===== config.mk =====
export PLATFORM = sky130hd
export DESIGN_NAME = rd_burst_ctrl
export DESIGN_NICKNAME = d
export VERILOG_FILES = /design/src/rtl/rd_burst_ctrl.sv
export SDC_FILE = /design/constraint.sdc
export NUM_CORES = 1
export LEC_CHECK = 0
export ABC_AREA = 0
export CORE_ASPECT_RATIO = 1.25
export CORE_MARGIN = 2
export CORE_UTILIZATION = 54
export DETAILED_ROUTE_END_ITERATION = 7
export PLACE_DENSITY = 0.88
export SLEW_MARGIN = 20
export SYNTH_ARGS = -nofsm -noshare
export SYNTH_HDL_FRONTEND = slang
export SYNTH_SLANG_ARGS = --single-unit

===== constraint.sdc =====
create_clock -name clk -period 8.8 [get_ports clk]
set_clock_uncertainty 0.1 [all_clocks]
set_input_delay 1.32 -clock clk [delete_from_list [all_inputs] [get_ports clk]]
set_output_delay 1.32 -clock clk [all_outputs]
set_load 0.05 [all_outputs]

===== src/rtl/rd_burst_ctrl.sv =====
// rd_burst_ctrl: Avalon-MM burst read master that copies a packet region
// [pkt_begin, pkt_end) into the capture FIFO. Several bursts can be in
// flight at once. New commands are issued only while the FIFO has room for
// every word already requested plus the new burst.
//
// state   | meaning
// --------+-----------------------------------------------------------
// S_IDLE  | waiting for start; range is checked here
// S_ISSUE | presenting burst commands while credit allows
// S_DRAIN | no more commands; waiting for outstanding words to land
// S_DONE  | one-cycle completion pulse, then back to S_IDLE
module rd_burst_ctrl #(
    parameter int DATA_W    = 32,
    parameter int ADDR_W    = 32,
    parameter int MAX_BURST = 16,
    parameter int BURST_W   = 16,
    parameter int CREDIT_W  = 10
) (
    input  logic                clk,
    input  logic                reset,
    input  logic                start,
    input  logic                abort,
    input  logic [ADDR_W-1:0]   pkt_begin,
    input  logic [ADDR_W-1:0]   pkt_end,
    input  logic [CREDIT_W-1:0] fifo_free,
    output logic [DATA_W-1:0]   fifo_in,
    output logic                wr_to_fifo,
    output logic                busy,
    output logic                done,
    output logic                err,
    output logic [ADDR_W-1:0]   address,
    output logic                read,
    output logic [BURST_W-1:0]  burstcount,
    input  logic [DATA_W-1:0]   readdata,
    input  logic                readdatavalid,
    input  logic                waitrequest
);

    localparam int BYTES = DATA_W / 8;
    localparam int BSH   = $clog2(BYTES);
    localparam int LEN_W = $clog2(MAX_BURST) + 1;
    localparam int OUT_W = CREDIT_W + 1;
    localparam int SUM_W = OUT_W + LEN_W + 2;

    typedef enum logic [1:0] {
        S_IDLE  = 2'd0,
        S_ISSUE = 2'd1,
        S_DRAIN = 2'd2,
        S_DONE  = 2'd3
    } state_t;

    state_t              state, state_nxt;
    logic [ADDR_W-1:0]   addr, addr_nxt;
    logic [ADDR_W-1:0]   remaining, remaining_nxt;
    logic [OUT_W-1:0]    outstanding, outstanding_nxt;
    logic                abort_pend, abort_pend_nxt;
    logic [ADDR_W-1:0]   address_nxt;
    logic [BURST_W-1:0]  burstcount_nxt;
    logic                read_nxt;
    logic                busy_nxt, done_nxt, err_nxt;

    logic                accept;
    logic                rdv_live;
    logic [ADDR_W-1:0]   span;
    logic                range_ok;
    logic                try_issue;
    logic [LEN_W-1:0]    len;
    logic [SUM_W-1:0]    need;

    assign accept = read && !waitrequest;
    // Return data only counts while words are owed; after a reset the slave
    // may still deliver stale beats and those must not underflow the counter.
    assign rdv_live = readdatavalid && (outstanding != '0);
    assign span     = pkt_end - pkt_begin;
    assign range_ok = (pkt_end > pkt_begin)
                   && ((pkt_begin & ADDR_W'(BYTES - 1)) == '0)
                   && ((pkt_end   & ADDR_W'(BYTES - 1)) == '0);

    // Next-state, counter and registered-output computation.
    always_comb begin
        state_nxt       = state;
        addr_nxt        = addr;
        remaining_nxt   = remaining;
        outstanding_nxt = outstanding - OUT_W'(rdv_live);
        abort_pend_nxt  = abort_pend;
        read_nxt        = read;
        address_nxt     = address;
        burstcount_nxt  = burstcount;
        busy_nxt        = busy;
        done_nxt        = 1'b0;
        err_nxt         = 1'b0;
        try_issue       = 1'b0;
        len             = '0;
        need            = '0;

        case (state)
            S_IDLE: begin
                abort_pend_nxt = 1'b0;
                if (start) begin
                    if (range_ok) begin
                        addr_nxt      = pkt_begin;
                        remaining_nxt = span >> BSH;
                        busy_nxt      = 1'b1;
                        state_nxt     = S_ISSUE;
                        try_issue     = 1'b1;
                    end else begin
                        err_nxt = 1'b1;
                    end
                end
            end
            S_ISSUE: begin
                if (read && waitrequest) begin
                    // Stalled command stays on the bus untouched; an abort
                    // seen now takes effect once the command is taken.
                    if (abort) abort_pend_nxt = 1'b1;
                end else begin
                    if (accept) begin
                        addr_nxt        = addr + (ADDR_W'(burstcount) << BSH);
                        remaining_nxt   = remaining - ADDR_W'(burstcount);
                        outstanding_nxt = outstanding_nxt + OUT_W'(burstcount);
                    end
                    read_nxt = 1'b0;
                    if ((remaining_nxt == '0) || abort || abort_pend) begin
                        state_nxt      = S_DRAIN;
                        abort_pend_nxt = 1'b0;
                    end else begin
                        try_issue = 1'b1;
                    end
                end
            end
            S_DRAIN: begin
                // The last beat is still sitting in the fifo_in register this
                // cycle; done rises on the following cycle, after that write.
                if ((outstanding == '0) && !readdatavalid) begin
                    state_nxt = S_DONE;
                    done_nxt  = 1'b1;
                end
            end
            S_DONE: begin
                busy_nxt  = 1'b0;
                state_nxt = S_IDLE;
            end
            default: state_nxt = S_IDLE;
        endcase

        // Command for the next cycle is built from the already-updated
        // pointers, so a fresh burst can follow an acceptance back to back.
        // Credit counts every word owed, including those in the write stage.
        if (try_issue) begin
            len  = (remaining_nxt >= ADDR_W'(MAX_BURST)) ? LEN_W'(MAX_BURST)
                                                         : remaining_nxt[LEN_W-1:0];
            need = SUM_W'(outstanding_nxt) + SUM_W'(rdv_live)
                 + SUM_W'(wr_to_fifo) + SUM_W'(len);
            if (SUM_W'(fifo_free) >= need) begin
                read_nxt       = 1'b1;
                address_nxt    = addr_nxt;
                burstcount_nxt = BURST_W'(len);
            end
        end
    end

    // Control state, counters and command/status outputs.
    always_ff @(posedge clk or posedge reset) begin
        if (reset) begin
            state       <= S_IDLE;
            addr        <= '0;
            remaining   <= '0;
            outstanding <= '0;
            abort_pend  <= 1'b0;
            address     <= '0;
            burstcount  <= '0;
            read        <= 1'b0;
            busy        <= 1'b0;
            done        <= 1'b0;
            err         <= 1'b0;
        end else begin
            state       <= state_nxt;
            addr        <= addr_nxt;
            remaining   <= remaining_nxt;
            outstanding <= outstanding_nxt;
            abort_pend  <= abort_pend_nxt;
            address     <= address_nxt;
            burstcount  <= burstcount_nxt;
            read        <= read_nxt;
            busy        <= busy_nxt;
            done        <= done_nxt;
            err         <= err_nxt;
        end
    end

    // Return-data stage: one registered FIFO write per owed beat.
    always_ff @(posedge clk or posedge reset) begin
        if (reset) begin
            fifo_in    <= '0;
            wr_to_fifo <= 1'b0;
        end else begin
            wr_to_fifo <= rdv_live;
            if (rdv_live) fifo_in <= readdata;
        end
    end

endmodule


==> key figures, run 1 <==
Global routing
  • Initial antenna violation count: 0
  • First-pass GRT wire length: 57,100 um
  • GRT Total Usage: 32.2%
  • Remaining Overflow, GRT: 0
  • Vias in the first global route: 11,200
  • Largest net degree at the start of global routing: 90

Logic synthesis
  • Main synth FF type: dfrtp_1
  • XOR/XNOR share of the synthesized area: 5.18%
  • FF+latch count, synth: 152
  • Sequential-to-total area share from yosys stat: 33.6%
  • Synth unique cells: 87
  • Syn_area_per_cell: 8.87 um^2
  • Post-synth EDFFs: 0
  • Ys async rst share: 100%
  • Simple-gate share of the synthesized area: 18.9%
  • Post-Syn Instances: 1,274
  • Area share of fa/ha/maj cells after synthesis: 8.97%
  • Proportion of synthesized area in mux cells: 7.55%
  • Largest family of logic cells by synthesized area: compound AO/OA/AOI/OAI gates
  • Post-Synthesis Cell Area: 11,300 um^2
  • Yosys warnings: 0
  • Post-synthesis compound-gate area fraction: 20.4%

Timing
  • Minimum clock period: 8.57 ns
  • Fin. max-slew vios: 0
  • Slew Limit Headroom: 35.1%
  • Actual slew at the worst max-slew pin: 0.964 ns
  • Hold slack: 0.392 ns
  • Final hold vios: 0
  • Fmax: 117 MHz
  • Final period utilization: 97.4%
  • Final Setup Violations: 0

Detailed routing
  • DR WL/cell: 20.4 um
  • DRT Pass-1 Iters: 6
  • First DRT Iteration DRCs: 1,088
  • Routed Antenna Nets: 0
  • Drt total wl: 36,200 um
  • Post-DR vias/cell: 6.31
  • Vias: 11,200
  • Number of remaining DRC errors: 0

Floorplan
  • Die area: 22,100 um^2
  • # IOs: 197
  • Die H: 166 um
  • Core Box Area: 20,700 um^2
  • Chip Width: 133 um
  • FP Rows: 59
  • Starting Density: 54.7%

Setup path
  • Worst path slowest cell: or4_4
  • CP Class: input pin to register
  • CP Launch Type: input pin
  • CP Data Required Time: 9.01 ns
  • Crit path max fanout: 16
  • CP arrival: 8.78 ns
  • Crit end category: register
  • R2r setup slk: 0.74 ns
  • Worst path max stage delay: 0.54 ns
  • Critical path's most frequent cell: ha_1

Cells and area
  • Most frequent cells in the layout: clkdlybuf4s50_1, dfrtp_1, nand2_1, a21oi_1, o21ai_0
  • Fillers: 1,544
  • Final Util: 70.0%
  • Multi-input gate area: 7000 um^2
  • Area grow syn2layout: 27.9%
  • Share of cells above drive strength 1: 10.9%
  • FF+latch area: 3800 um^2
  • ANT cells: 0
  • Commonest non-fill, non-tap cell in the layout: clkdlybuf4s50_1
  • Final net count: 1,678

CTS
  • Root buf cell: clkbuf_16
  • Sink Count: 152
  • Worst-path clk slew: 0.07 ns
  • CTS tree: done
  • Clk Latency, worst-skew pair: 0.44 ns
  • CTS Buf Count: 17
  • Cts hold-fix bufs: 0
  • CTS H-tree depth: 4
  • Clk buf depth: 2

Outcome
  • Status: completed

Place
  • DP HPWL: 27,300 um
  • GPL Wtd Cong: 0.999
  • Port-buffer cells: 185

Flow run
  • Max_cap viols: 0

Pwr
  • Peak supply drop: 181 uV
  • Power per Cell Area: 287 nW/um^2
  • Leakage: 6.45 nW
  • Power, Total: 4.15 mW

Min path
  • Hold Crit Class: register to register
==> flip-flops by register name (all words and copies together) (netlist names) <==
name / cells
abort_pend: 1
busy: 1
fifo_in: 32
err: 1
remaining: 32
state: 2
burstcount: 5
wr_to_fifo: 1
done: 1
read: 1
addr: 32
outstanding: 11
address: 32
==> per-stage QoR <==
stage               setup TNS [ns]  instances  instance area, um^2  setup slack (ns)
floorplan                        0       1284                11300             0.900
global placement             -3.75       1740                13700            -0.118
detailed placement           -9.86       1740                13700            -0.301
CTS                              0       1772                14400             0.116
global route                -0.924       1775                14500           -0.0487
finish                           0       1775                14500             0.231
==> report_power, final <==
part | switching, mW | internal (mW) | leakage, nW
combinational | 1.40 | 0.877 | 4.15
sequential | 0.216 | 0.873 | 1.98
clock | 0.353 | 0.436 | 0.310
==> per-layer routing <==
metal  vias to the layer above  part of all wire [%]  GRT usage (%)
li1                       5132                     -              -
met1                      5367                    39           40.3
met2                       583                    49           54.4
met3                       120                   7.7           5.56
met4                         0                   4.3           14.7
met5                         -                     0              0
==> Yosys cell counts (all sizes together) (28+ instances only) <==
cell type / number / area [um^2]
xnor2: 39 / 349
ha: 73 / 913
o211ai: 28 / 215
nand2: 113 / 427
nand3: 41 / 205
nor3: 33 / 165
nand4: 31 / 194
dfrtp: 152 / 3800
o21ai: 91 / 455
nor2: 76 / 290
clkbuf: 42 / 158
inv: 72 / 270
a21oi: 83 / 430
mux2: 66 / 743
==> cell families (layout without fill, tap and decap cells) <==
logic type                 Yosys count  in the layout
AOI/OAI and AO/OA                  350            350
xor gates and xnor gates            66             66
adders and majority gates           78             78
buffers and inverters              141            358
DFF                                152            152
muxes                               77             77
other                                1             11
and+or+nand+nor                    409            409
==> final cells by class <==
type / count / share of cell area [%]
flip-flops and latches: 152 / 26.3
clock buffers: 17 / 2.94
inverters: 73 / 1.93
repair buffers: 253 / 16.6
clock inverters: 15 / 1.44
well taps: 274 / 2.37
multi-input cells: 991 / 48.4
==> worst max-delay path, delay by kind of cell <==
family	cells	cell delay [ns]
AO/OA/AOI/OAI	11	2.27
AND/OR/NAND/NOR	10	1.98
adder cells (fa/ha/maj)	5	1.67
buffers and inverters	6	1.07
multiplexers	1	0.34
XOR/XNOR	1	0.14
==> repair_timing <==
| item | CTS | global route |
|---|---|---|
| resized for setup | 0 | 13 |
| endpoints found under the hold margin | 0 | 0 |
| endpoints found under the setup margin | 0 | 37 |
| setup buffers | 0 | 2 |
==> worst paths after layout <==
| path | start | to | cells past startpoint |
|---|---|---|---|
| hold reg to reg | address[30]$_DFFE_PP0P_ | address[30]$_DFFE_PP0P_ | 1 |
| setup reg to reg | burstcount[1]$_DFFE_PP0P_ | address[3]$_DFFE_PP0P_ | 32 |
| max in group asynchronous | reset | address[24]$_DFFE_PP0P_ | 3 |
| min in group asynchronous | reset | fifo_in[31]$_DFFE_PP0P_ | 2 |
| hold / removal | address[30]$_DFFE_PP0P_ | address[30]$_DFFE_PP0P_ | 1 |
| setup / recovery | pkt_begin[1] | address[3]$_DFFE_PP0P_ | 34 |
Note: power is estimated with default switching activity, not from simulation.
==> run 2, diff against run 1 <==
clock period = 9.5 ns   (was 8.8 ns; I/O delays follow)
==> run 2 against run 1 <==
  * Sequential cell count unchanged
  * Wire length down 3.6%
  * Clock-buffer cell count unchanged
  * Global-route usage down 0.79 points
  * Clock power down 12%
  * Register-to-register slack better by 0.55 ns
  * Cell area down 3.0%
  * First-iteration DRC count up 2.1%
  * Hold slack worse by 0.0088 ns
  * Sequential share of layout area up 0.82 points
  * Non-clock buffer count down 45
  * Critical endpoint is now burstcount[3]$_DFFE_PP0P_
  * Largest cell class unchanged
  * Highest routed layer unchanged
==> key figures, run 2 (same netlist as run 1, synthesis figures left out) <==
Pwr
  • Psw: 1.79 mW
  • Clock Power Share: 18.8%
  • Switching part of the total power: 48.2%
  • Internal: 1.93 mW
  • Flop pwr share: 27.0%
  • Logic pwr share: 54.2%
  • Leakage: 6.19 nW
  • Power per Cell Area: 265 nW/um^2
  • Peak supply drop: 192 uV

Min path
  • Hold_sp: abort_pend$_DFFE_PP0P_
  • Hold Crit Class: register to register
  • Worst hold endpoint: abort_pend$_DFFE_PP0P_
  • Hold Path Depth: 2

Global routing
  • Largest net degree at the start of global routing: 78
  • Vias in the first global route: 10,700
  • First-pass GRT wire length: 55,700 um
  • GRT Total Usage: 31.4%
  • Initial antenna violation count: 0
  • Remaining Overflow, GRT: 0

Setup path
  • R2r setup slk: 1.29 ns
  • R2R Path Start: burstcount[1]$_DFFE_PP0P_
  • Reg2Reg Depth: 32
  • Worst path max stage delay: 0.54 ns
  • Critical path's most frequent cell: a21oi_1
  • CP Class: input pin to register
  • Crit path max fanout: 39
  • R2R Path End: burstcount[3]$_DFFE_PP0P_
  • CP Launch Type: input pin
  • CP Data Required Time: 9.72 ns
  • CP arrival: 9.01 ns
  • Worst path slowest cell: fa_1
  • Crit end category: register

Place
  • GPL Wtd Cong: 0.947
  • Inst Count DP: 1,698
  • Port-buffer cells: 185
  • DP HPWL: 26,400 um

Timing
  • Final period utilization: 92.5%
  • Minimum clock period: 8.79 ns
  • Fmax: 114 MHz
  • Actual slew at the worst max-slew pin: 1.13 ns
  • Unrepaired setup endpoints after global routing: no
  • Fin. max-slew vios: 0
  • Final Setup Violations: 0
  • Final hold vios: 0
  • TNS Setup: 0 ns
  • Slew Limit Headroom: 24.2%

CTS
  • CTS H-tree depth: 4
  • CTS tree: done
  • Worst-path clk slew: 0.08 ns
  • Clk buf depth: 2
  • Clk Latency, worst-skew pair: 0.43 ns
  • Root buf cell: clkbuf_16
  • Sink Count: 152
  • CTS Buf Count: 17
  • Cts hold-fix bufs: 0

Cells and area
  • Most frequent cells in the layout: clkdlybuf4s50_1, dfrtp_1, nand2_1, a21oi_1, o21ai_0
  • ANT cells: 0
  • Share of cells above drive strength 1: 7.49%
  • Fin cells: 1,730
  • Commonest non-fill, non-tap cell in the layout: clkdlybuf4s50_1
  • Final net count: 1,633
  • Area grow syn2layout: 24.1%

Floorplan
  • # IOs: 197
  • Starting Density: 54.7%
  • Die H: 166 um
  • Core Box Area: 20,700 um^2
  • Chip Width: 133 um
  • Die area: 22,100 um^2
  • FP Rows: 59

Flow run
  • Max_cap viols: 0

Detailed routing
  • Number of remaining DRC errors: 0
  • Drt total wl: 34,900 um
  • First DRT Iteration DRCs: 1,111
  • Routed Antenna Nets: 0
  • DR WL/cell: 20.2 um
  • Post-DR vias/cell: 6.36
  • DRT Pass-1 Iters: 6
  • Vias: 11,000

Outcome
  • Status: completed
[run 2: cell type report]
type | count | area [um^2]
clock inverters | 15 | 176
well taps | 274 | 343
repair buffers | 208 | 2040
flip-flops and latches | 152 | 3800
fillers | 1654 | 6650
clock buffers | 17 | 425
inverters | 73 | 279
multi-input cells | 991 | 6960
[run 2: routing by layer]
metal	up-vias	track usage [%]	part of all wire, %
met5	-	0	0
met4	0	12.8	4.0
met3	117	5.16	7.7
met2	588	53.0	49
met1	5266	40.2	40
li1	5024	-	-
[run 2: timing repair]
item / 4_1_cts / 5_1_grt
setup endpoints to repair: 0 / 4
setup buffers: 0 / 0
gates resized for setup: 0 / 1
[run 2: power groups by stage]
stage	Clock [mW]	Sequential [mW]	Combinational [mW]
floorplan	0	1.14	1.22
global placement	0	0.998	1.92
detailed placement	0	1.01	1.97
CTS	0.698	0.996	1.99
global route	0.728	1.02	2.18
finish	0.697	1.00	2.02
[run 2: worst max-delay path: cells and delay by family]
family,cells,cell delay [ns]
adder cells (fa/ha/maj),5,1.85
buffers and inverters,4,0.82
AO/OA/AOI/OAI,10,2.32
XOR/XNOR,1,0.16
AND/OR/NAND/NOR,13,2.44
[run 2: worst max path at each step]
stage | from | endpoint
floorplan | pkt_begin[1] | address[0]$_DFFE_PP0P_
global placement | pkt_begin[1] | burstcount[1]$_DFFE_PP0P_
detailed placement | pkt_begin[1] | burstcount[1]$_DFFE_PP0P_
CTS | pkt_begin[1] | burstcount[3]$_DFFE_PP0P_
global route | pkt_begin[7] | burstcount[2]$_DFFE_PP0P_
finish | pkt_begin[7] | burstcount[3]$_DFFE_PP0P_
[run 2: stage by stage]
stage	setup WS, ns	hold WS [ns]	area, um^2	power [mW]	utilization [%]
after floorplan	1.50	0.351	11300	2.36	-
after global placement	0.399	0.363	13400	2.92	64.9
after detailed placement	0.234	0.371	13400	2.97	64.9
after CTS	0.663	0.387	14000	3.68	67.8
after global routing	0.139	0.411	14000	3.94	67.9
final	0.711	0.383	14000	3.72	67.9
==> variant (flow settings as in run 2) <==
The 4 states of `state_t` get a Gray code encoding in 2 bits.
--- a/src/rtl/rd_burst_ctrl.sv
+++ b/src/rtl/rd_burst_ctrl.sv
@@ -45,6 +45,6 @@
     typedef enum logic [1:0] {
-        S_IDLE  = 2'd0,
-        S_ISSUE = 2'd1,
-        S_DRAIN = 2'd2,
-        S_DONE  = 2'd3
+        S_IDLE  = 2'b00,
+        S_ISSUE = 2'b01,
+        S_DRAIN = 2'b11,
+        S_DONE  = 2'b10
     } state_t;
Function: no difference found for any inputs over 4 cycles, from zero or initial values and one cycle with reset high; so few cycles prove little.
==> variant against run 2 <==
Die area down 2.1%. Sequential cell count unchanged. Via count up 0.35%. Design area down 1.6%. Combinational power down 5%. Clock power down 1%. Routed wire length up 0.13%. Synthesized area down 2.2%. Total power down 2.0%. Synthesized cell count up 3.5%. Worst setup slack worse by 0.23 ns. Critical path type unchanged. Largest power group unchanged. Highest routed layer unchanged.
==> variant: results (changes against run 2) <==
status -> completed
GRT Resource Usage Total -> 32.2% (+0.74 points)
IO Port Bufs -> 185 (unchanged)
hold worst-path end -> fifo_in[22]$_DFFE_PP0P_
GPL Wtd Cong -> 0.952 (+0.52%)
Synth Area in Compound Gates -> 20.6% (+0.25 points)
worst-margin pin slew -> 0.953 ns (-0.179 ns)
Main synth FF type -> dfrtp_1
drt wl/cell -> 19.7 um (-2.6%)
R2R Setup Slk -> 1.39 ns (+0.10 ns)
Slowest cell on crit path -> nor3_1
post-synthesis mux area share -> 4.39% (-3.2 points)
Worst EP arrival -> 9.24 ns (+0.23 ns)
Leakage -> 6.08 nW (-1.8%)
most instantiated cells after synthesis -> 205 x nand2_1, 152 x dfrtp_1, 98 x a21oi_1
First-pass DRT Iterations -> 7 (+1)
vias in the first global route -> 10800 (+1.1%)
pin count of the biggest net entering global routing -> 86 (+10%)
yosys warns -> 0 (unchanged)
RR Endpoint -> address[0]$_DFFE_PP0P_
postcts setup bufs -> 0 (unchanged)
XOR/XNOR Fraction of Synth Area -> 4.75% (-0.43 points)
Unique masters post-synth -> 81 (-6.9%)
net switching power -> 1.72 mW (-4.1%)
antenna violations before repair -> 0 (unchanged)
Worst Hold Launch -> fifo_in[22]$_DFFE_PP0P_
worst-path fanout max -> 41 (+5.1%)
Vias -> 11000 (+0.35%)
Seq/Total Area, Yosys -> 34.4% (+0.74 points)
layout cell share with drive strength beyond 1 -> 8.16% (+0.67 points)
Hold Slack -> 0.377 ns (-0.00610 ns)
Synth area leaders -> dfrtp_1 34%, ha_1 7.8%, nand2_1 7.0%, a21oi_1 4.4%, mux2_2 3.6%
global-route wire length before repair -> 55400 um (-0.56%)
Placed Instance Area -> 13200 um2 (-1.6%)
Max stage delay on crit path -> 0.61 ns (+0.07 ns)
DP Wirelength -> 26400 um (about the same)
DR iter-0 viols -> 1118 (+0.63%)
TritonCTS Buffers -> 17 (unchanged)
post-CTS sizing -> 0 (unchanged)
Layout Nets -> 1681 (+2.9%)
adder-cell area share of the yosys netlist -> 8.71% (-0.25 points)
worst vdd ir -> 0.000200 V (+4.2%)
FF-to-FF path depth -> 31 (-3.1%)
Final setup viols -> 0 (unchanged)
[variant: changes by cell type after synthesis, moves of 6 or more]
cell / run 2 / this run
nand4_1: 31 / 19
a21oi_1: 81 / 98
o211ai_1: 27 / 14
a221oi_1: 5 / 12
o22ai_1: 4 / 18
mux2_1: 33 / 1
o21ai_1: 14 / 1
or2_2: 0 / 8
nor2_1: 74 / 80
nand2_1: 112 / 205
[variant: cell families after synthesis]
group | count (synthesis)
buf+inv | 139
other cells | 1
compound gates | 351
flops | 152
simple gates | 498
mux | 44
fa+ha+maj | 74
xor+xnor | 60
[variant: power groups by stage]
stage / logic (mW) / registers [mW] / clock network (mW)
after floorplan: 1.09 / 1.22 / 0
after global placement: 1.82 / 1.02 / 0
after detailed placement: 1.87 / 1.03 / 0
after CTS: 1.89 / 1.02 / 0.690
after global routing: 2.07 / 1.05 / 0.719
final: 1.92 / 1.03 / 0.690
[variant: metrics by stage]
| step | total power, mW | setup WS [ns] | utilization [%] | TNS (ns) | std cells |
|---|---|---|---|---|---|
| after detailed placement | 2.90 | -0.0337 | 65.7 | -0.286 | 1744 |
| after global routing | 3.85 | 0.0531 | 68.7 | 0 | 1778 |
| final | 3.64 | 0.480 | 68.7 | 0 | 1778 |
| after floorplan | 2.32 | 1.42 | - | 0 | 1329 |
| after global placement | 2.84 | 0.118 | 65.7 | 0 | 1744 |
| after CTS | 3.60 | 0.365 | 68.6 | 0 | 1776 |
[variant: how the worst max path moves through the flow]
stage,start,to,slack [ns],cells after the start
global route,pkt_begin[9],address[0]$_DFFE_PP0P_,0.05,32
finish,pkt_begin[9],address[0]$_DFFE_PP0P_,0.48,32
detailed placement,pkt_begin[1],address[0]$_DFFE_PP0P_,-0.03,32
floorplan,pkt_begin[13],address[0]$_DFFE_PP0P_,1.42,32
global placement,pkt_begin[11],address[0]$_DFFE_PP0P_,0.12,31
CTS,pkt_begin[1],address[0]$_DFFE_PP0P_,0.36,32
[variant: layout make-up]
type	instances	area, um2
fill	1574	6300
clock buffer	17	425
clock inverter	15	159
multi-input combinational	1038	6730
sequential	152	3800
timing repair buffer	212	2070
inverter	74	283
tap	270	338
[variant: worst register-to-register path: cells and delay by family (launching register included)]
family | cells | cell delay [ns]
AOI/OAI and AO/OA | 11 | 2.42
and+or+nand+nor | 9 | 1.94
adders and majority gates | 5 | 1.89
buffers and inverters | 4 | 0.59
DFF | 1 | 0.57
muxes | 1 | 0.33
xor gates and xnor gates | 1 | 0.16
[variant: metal layers]
metal	vias to the layer above	part of all wire, %	track usage (%)
li1	5122	-	-
met1	5221	39	40.3
met2	568	48	54.4
met3	123	7.6	5.25
met4	0	4.8	15.7
met5	-	0	0
